**src/rtl/hazard_scoreboard.sv**
```systemverilog
// Hazard controller for the 5-stage MIPS pipeline: RAW stall, branch flush, EX forwarding select.
// Optional operand forwarding is compiled in when FORWARD_EN is defined.
module hazard_scoreboard #(
  parameter int REG_AW   = 5,
  parameter int STAGES   = 3,
  parameter int BR_STAGE = 1,
  parameter int CNT_W    = 16
) (
  input  logic              Eclk,
  input  logic              Erst,
  input  logic              id_valid,
  input  logic [REG_AW-1:0] id_rs,
  input  logic [REG_AW-1:0] id_rt,
  input  logic              id_use_rs,
  input  logic              id_use_rt,
  input  logic [REG_AW-1:0] id_rd,
  input  logic              id_wr,
  input  logic              id_load,
  input  logic              br_taken,
  output logic              stall,
  output logic              flush,
  output logic [1:0]        fwd_a,
  output logic [1:0]        fwd_b,
  output logic [CNT_W-1:0]  stall_cnt,
  output logic [CNT_W-1:0]  flush_cnt
);

  typedef struct packed {
    logic              valid;
    logic              wr;
    logic              load;
    logic [REG_AW-1:0] rd;
    logic [REG_AW-1:0] rs;
    logic [REG_AW-1:0] rt;
    logic              use_rs;
    logic              use_rt;
  } entry_t;

  entry_t            sb_reg  [STAGES];
  entry_t            sb_next [STAGES];
  entry_t            id_entry;
  logic [STAGES-1:0] hit_rs;
  logic [STAGES-1:0] hit_rt;
  logic              raw_hazard;
  logic              capture;
  logic [CNT_W-1:0]  stall_cnt_reg;
  logic [CNT_W-1:0]  flush_cnt_reg;

  // $0 is hardwired to zero, so a write to it can never create a dependency.
  function automatic logic raw_match(input logic [REG_AW-1:0] src, input entry_t e);
    return e.valid && e.wr && (e.rd == src) && (src != '0);
  endfunction

  function automatic entry_t kill(input entry_t e);
    entry_t r;
    r       = e;
    r.valid = 1'b0;
    return r;
  endfunction

  genvar gi;
  generate
    for (gi = 0; gi < STAGES; gi++) begin : g_hit
      assign hit_rs[gi] = id_use_rs & raw_match(id_rs, sb_reg[gi]);
      assign hit_rt[gi] = id_use_rt & raw_match(id_rt, sb_reg[gi]);
    end
  endgenerate

`ifdef FORWARD_EN
  assign raw_hazard = sb_reg[0].load & (hit_rs[0] | hit_rt[0]);
`else
  // The WB entry is excluded: the register bank writes before it is read.
  assign raw_hazard = |(hit_rs[STAGES-2:0] | hit_rt[STAGES-2:0]);
`endif

  assign flush   = br_taken & ~Erst;
  assign stall   = id_valid & ~flush & ~Erst & raw_hazard;
  assign capture = id_valid & ~stall & ~flush;

  assign id_entry   = {1'b1, id_wr, id_load, id_rd, id_rs, id_rt, id_use_rs, id_use_rt};
  assign sb_next[0] = capture ? id_entry : '0;

  // Entries younger than the resolving branch are wrong-path and die as they shift.
  generate
    for (gi = 1; gi < STAGES; gi++) begin : g_shift
      if (gi <= BR_STAGE) begin : g_young
        assign sb_next[gi] = flush ? kill(sb_reg[gi-1]) : sb_reg[gi-1];
      end else begin : g_old
        assign sb_next[gi] = sb_reg[gi-1];
      end
    end
  endgenerate

  always_ff @(posedge Eclk) begin
    for (int i = 0; i < STAGES; i++) begin
      if (Erst) begin
        sb_reg[i] <= '0;
      end else begin
        sb_reg[i] <= sb_next[i];
      end
    end
  end

  always_ff @(posedge Eclk) begin
    if (Erst) begin
      stall_cnt_reg <= '0;
      flush_cnt_reg <= '0;
    end else begin
      if (stall && (stall_cnt_reg != '1)) begin
        stall_cnt_reg <= stall_cnt_reg + 1'b1;
      end
      if (flush && (flush_cnt_reg != '1)) begin
        flush_cnt_reg <= flush_cnt_reg + 1'b1;
      end
    end
  end

  assign stall_cnt = stall_cnt_reg;
  assign flush_cnt = flush_cnt_reg;

`ifdef FORWARD_EN
  // MEM beats WB; a load in MEM has no data yet, and load-use stalls keep that case away.
  function automatic logic [1:0] fwd_sel(input logic [REG_AW-1:0] src, input logic use_src,
                                         input entry_t ex, input entry_t mem, input entry_t wb);
    if (!ex.valid || !use_src) return 2'b00;
    if (!mem.load && raw_match(src, mem)) return 2'b01;
    if (raw_match(src, wb)) return 2'b10;
    return 2'b00;
  endfunction

  assign fwd_a = Erst ? 2'b00 :
                 fwd_sel(sb_reg[0].rs, sb_reg[0].use_rs, sb_reg[0], sb_reg[1], sb_reg[2]);
  assign fwd_b = Erst ? 2'b00 :
                 fwd_sel(sb_reg[0].rt, sb_reg[0].use_rt, sb_reg[0], sb_reg[1], sb_reg[2]);
`else
  assign fwd_a = 2'b00;
  assign fwd_b = 2'b00;
`endif

  logic unused_ok;
  assign unused_ok = ^{hit_rs, hit_rt, sb_reg[STAGES-1]};

endmodule
```
**config.mk**
```make
export PLATFORM = sky130hd
export DESIGN_NAME = hazard_scoreboard
export DESIGN_NICKNAME = d
export VERILOG_FILES = /design/src/rtl/hazard_scoreboard.sv
export SDC_FILE = /design/constraint.sdc
export NUM_CORES = 1
export LEC_CHECK = 0
export CORE_AREA = 2 2 76 78
export DETAILED_ROUTE_END_ITERATION = 6
export DIE_AREA = 0 0 78 80
export PLACE_DENSITY = 0.86
export SLEW_MARGIN = 10
export SYNTH_ARGS = -nofsm -noshare
export SYNTH_HDL_FRONTEND = slang
export SYNTH_SLANG_ARGS = --single-unit
export TNS_END_PERCENT = 100
```
**constraint.sdc**
```tcl
create_clock -name Eclk -period 2.3 [get_ports Eclk]
set_clock_uncertainty 0.1 [all_clocks]
set_input_delay 0.575 -clock Eclk [delete_from_list [all_inputs] [get_ports Eclk]]
set_output_delay 0.575 -clock Eclk [all_outputs]
set_load 0.01 [all_outputs]
```
# ---- After elaboration in Yosys (flattened, before gate mapping)
# Memory sizes are Yosys's and may differ from the RTL's.
# Index checks and enable logic that the tools add are counted.
dict set report word_totals {
  elab_cells 51
  ram_bits 60
  reg_bits 32
  out_inout_bits 38
  n_memories 1
  inputBits 23
  latch_bits 0
  mem_bits_ro 0
}
dict set report op_classes {
  multipliers 0
  n_bitwise 17
  n_addsub 2
  shift 0
  n_reduce_logical 15
  div 0
  n_lt_le_gt_ge 0
  eq_ne 6
  muxes 8
}
# name depth width read_ports rd_ports_with_merged_regs wr line
set memory_table {}
lappend memory_table {sb_reg 3 20 2 0 3 39} ;# entry_t sb_reg [STAGES];
# operator n
set ops {}
lappend ops {{$mux W20} 5}
lappend ops {{$add A16 B1 Y16 const B} 2}
lappend ops {{$ne A16 B16 Y1 const B} 2}
lappend ops {{$eq A5 B5 Y1} 4}
lappend ops {{$logic_and A1 B1 Y1} 12}
lappend ops {{$and A1 B1 Y1} 10}
lappend ops {{$reduce_bool A5 Y1} 2}
lappend ops {{$mux W1} 3}
lappend ops {{$not A1 Y1} 3}
lappend ops {{$or A1 B1 Y1} 3}
lappend ops {{$or A2 B2 Y2} 1}
lappend ops {{$reduce_or A2 Y1} 1}

# ---- Depth between registers and ports, before layout
# An unclocked memory read counts as a cell.
dict set report logic_depth {
  depth_word 13
  depth_mapped 10
  mapped_depth_nobuf 8
}

# ---- Worst setup path after synthesis
# OpenSTA, ideal clock, no wires.
dict set report synth_timing {
  kind {input -> output}
  start {input id_rt[1]}
  end {output stall}
  setup_slack_ns -0.071
  arrival_ns 1.696
  path_buffers 0
  cell_stages 6
  t_required_ns 1.625
  cell_sequence {or4_1 o21ai_1 nor4_1 nor2_2 o22ai_1 and2_1}
}
dict set report synth_between {
  elab_chain_len 7
  word_cells_on_any_way 12
  cone_classes {eq/ne: 2; bitwise: 4; reduce/logical: 6}
}
# item line
set synth_rtl {}
lappend synth_rtl {{from (decl)} 13} ;# input logic [REG_AW-1:0] id_rt,
lappend synth_rtl {{$eq A5 B5 Y1} 51} ;# return e.valid && e.wr && (e.rd == src) && (src != '0);
lappend synth_rtl {{$logic_and A1 B1 Y1 (2 in a row)} 51}
lappend synth_rtl {{$and A1 B1 Y1} 65} ;# assign hit_rt[gi] = id_use_rt & raw_match(id_rt, sb_reg[gi]);
lappend synth_rtl {{$or A2 B2 Y2 *} 73} ;# assign raw_hazard = |(hit_rs[STAGES-2:0] | hit_rt[STAGES-2:0]);
lappend synth_rtl {{$reduce_or A2 Y1 *} 73}
lappend synth_rtl {{$and A1 B1 Y1 *} 77} ;# assign stall = id_valid & ~flush & ~Erst & raw_hazard;
lappend synth_rtl {{to (decl)} 20} ;# output logic stall,
# Every way passes the cells marked *; elsewhere a longest branch is shown, timed or not.

# ---- Final worst setup path
dict set report layout_timing {
  start {input id_rt[2]}
  end {output stall}
}
# Same word-level chain as after synthesis.

==> out/qor.yml <==
gr-total-overflow: 0
gp_congestion: 0.8969
clk_latency_ns: 0.30
clk_pin_slew_ns: 0.08
yosys_warnings: 0
async_flop_share_pct: 0
status: "complete, but fails checks"
drtPass1Iterations: 4
cp.required_ns: 1.62
cp_slowest_cell: "or4_4"
setup_viol: 14
endpoint_kind: "output port"
fin_ws_ns: -0.3645
fillers: 452
period_needed_ns: 2.664
route.vias.total: 2114
synthCells: 258
fp.dieW_um: 78
holdBufCountCts: 0
drtIter0Drc: 120
dpl_cell_area_um2: 3067
drtAntennaViolNets: 0
min_path_type: "reg2reg"
seq_area_frac_synth_pct: 40.42
worstPathArrival_ns: 1.99
numPortBuffers: 55
hold_viol: 0
critical_path_class: "in2out"
io_pins: 61
place_hpwl_um: 4028
final_util_pct: 61.92
grt_first_pass_wirelength_um: 9680
core_area_um2: 5405
row_count: 27
drc: 0
die_h_um: 80
path_cells: "buf_6 -> or4_4 -> o21ai_4 -> nor4_4 -> nor2_2 -> o22ai_1 -> and2_4 -> buf_6"
drive_gt1_share_pct: 22.54
grt_setup_unrepaired: "true"
start_util_pct: 42.15
htreeDepth: 2
p_total_uw: 1451
fmax_mhz: 375.3
tns_ns: -1.101
syn_area_um2: 2278
syn_to_final_growth_pct: 46.90
cp-start-kind: "input port"
holdWs_ns: 0.3986
fin_crit_sh_pct: 115.8
cp_max_fo: 2
wire_per_inst_um: 13.49
layout.nets: 370
grt_use_total_pct: 19.32
final_common_cell: "dfxtp_1"
synth_top_flop_cell: "dfxtp_1"
avgViaCountPerCell: 5.057
powerDensity_nw_per_um2: 433.5
crit_top_cell: "buf_6"
numCtsBuffers: 5
antenna_found_initial: 0
drv_slew: 0
final_area_um2: 3347
syn_avg_cell_area_um2: 8.831
cp_slowest_stage_delay_ns: 0.53
tritoncts: "yes"
clock-root-buffer: "clkbuf_8"
synth_edf_count: 0
ir_drop_v: 0.0003119
clockBufferDepth: 2
netlist-cell-type-count: 39
wirelength_um: 5640
leakage_uw: 0.001284
layout_common_cells: "dfxtp_1 (46), clkdlybuf4s50_1 (41), nor2_1 (36), buf_4 (27), xor2_1 (19)"
ys_ff_latch: 46
violations: "negative setup slack"
grt_pass1_vias: 2172
clock_sinks: 46
grt_max_degree: 32
maxCapViolCount: 0
insertedDiodeCount: 0
die_area_um2: 6240
## worst paths after layout
check	start	cells after the start	slack, ns	endpoint
worst max-delay path	id_rt[2]	8	-0.36	stall
worst min-delay path	sb_reg[0][18]	1	0.40	sb_reg[1][18]
worst max register to register	sb_reg[0][16]	10	-0.03	stall_cnt[4]
worst min register to register	sb_reg[0][18]	1	0.40	sb_reg[1][18]
## routing by layer
metal | wire length, um | up-vias | part of all wire (%) | track usage (%)
li1 | - | 1059 | - | -
met1 | 2426 | 1009 | 43 | 21.58
met2 | 2971 | 37 | 53 | 36.21
met3 | 142 | 9 | 2.5 | 3.620
met4 | 99 | 0 | 1.8 | 7.368
met5 | 0 | - | 0 | 0
## cells by family (layout without fill, tap and decap cells)
logic type                 Yosys count  count (layout)  synth area share [%]
DFF                                 46              46                 40.42
buffers and inverters               12              97                 3.295
xor gates and xnor gates            35              35                 13.45
muxes                               10              10                 5.052
adders and majority gates            2               2                 1.098
AOI/OAI and AO/OA                   20              20                 5.601
other                                1               4                0.1646
and+or+nand+nor                    132             132                 30.92
## what timing repair did
item                       4_1_cts  5_1_grt
cloned                           1        0
setup endpoints to repair       24       25
pin swaps                       14        3
setup buffers                    4        2
gates resized for setup         65       15
## metrics by stage
stage	setup WS, ns	cells
after floorplan	-0.04820	261
after global placement	-0.9818	405
after detailed placement	-1.054	405
after CTS	-0.2573	417
after global routing	-0.4131	418
final	-0.3645	418
## power by group
group          total (uW)  internal (uW)  switching [uW]
clock                 481            215             267
sequential            814            805            9.66
combinational         155           81.9            73.5
## cell type report
class                   instances  area, um^2  area share (%)
flip-flops and latches         46       920.9           27.51
clock buffers                   6       72.57           2.168
well taps                      72       90.09           2.692
repair buffers                 88       803.3           24.00
multi-input cells             203        1443           43.10
inverters                       1       3.754          0.1121
clock inverters                 2       13.76          0.4112
## worst max-delay path: cells and delay by family
family                 cells  cell delay, ns
and+or+nand+nor            4            0.89
AOI/OAI and AO/OA          2            0.31
buffers and inverters      2            0.20
## synthesized netlist by cell type (3+ instances only)
cell type	instances	area share (%)
dfxtp_1	46	40
nor2_1	36	5.9
xor2_1	19	7.3
nand3_1	18	4.0
nor2b_1	16	4.4
xnor2_1	16	6.2
nand2_1	12	2.0
nand4_1	12	3.3
and2_1	10	2.7
a21oi_1	8	1.8
mux2_1	8	4.0
clkbuf_1	5	0.82
a31o_1	4	1.5
buf_4	4	1.3
nand2b_1	4	1.1
nor3_1	4	0.88
nor4_1	4	1.1
and3_1	3	0.82
and4_1	3	1.2
Power figures use the tool's default switching activity.
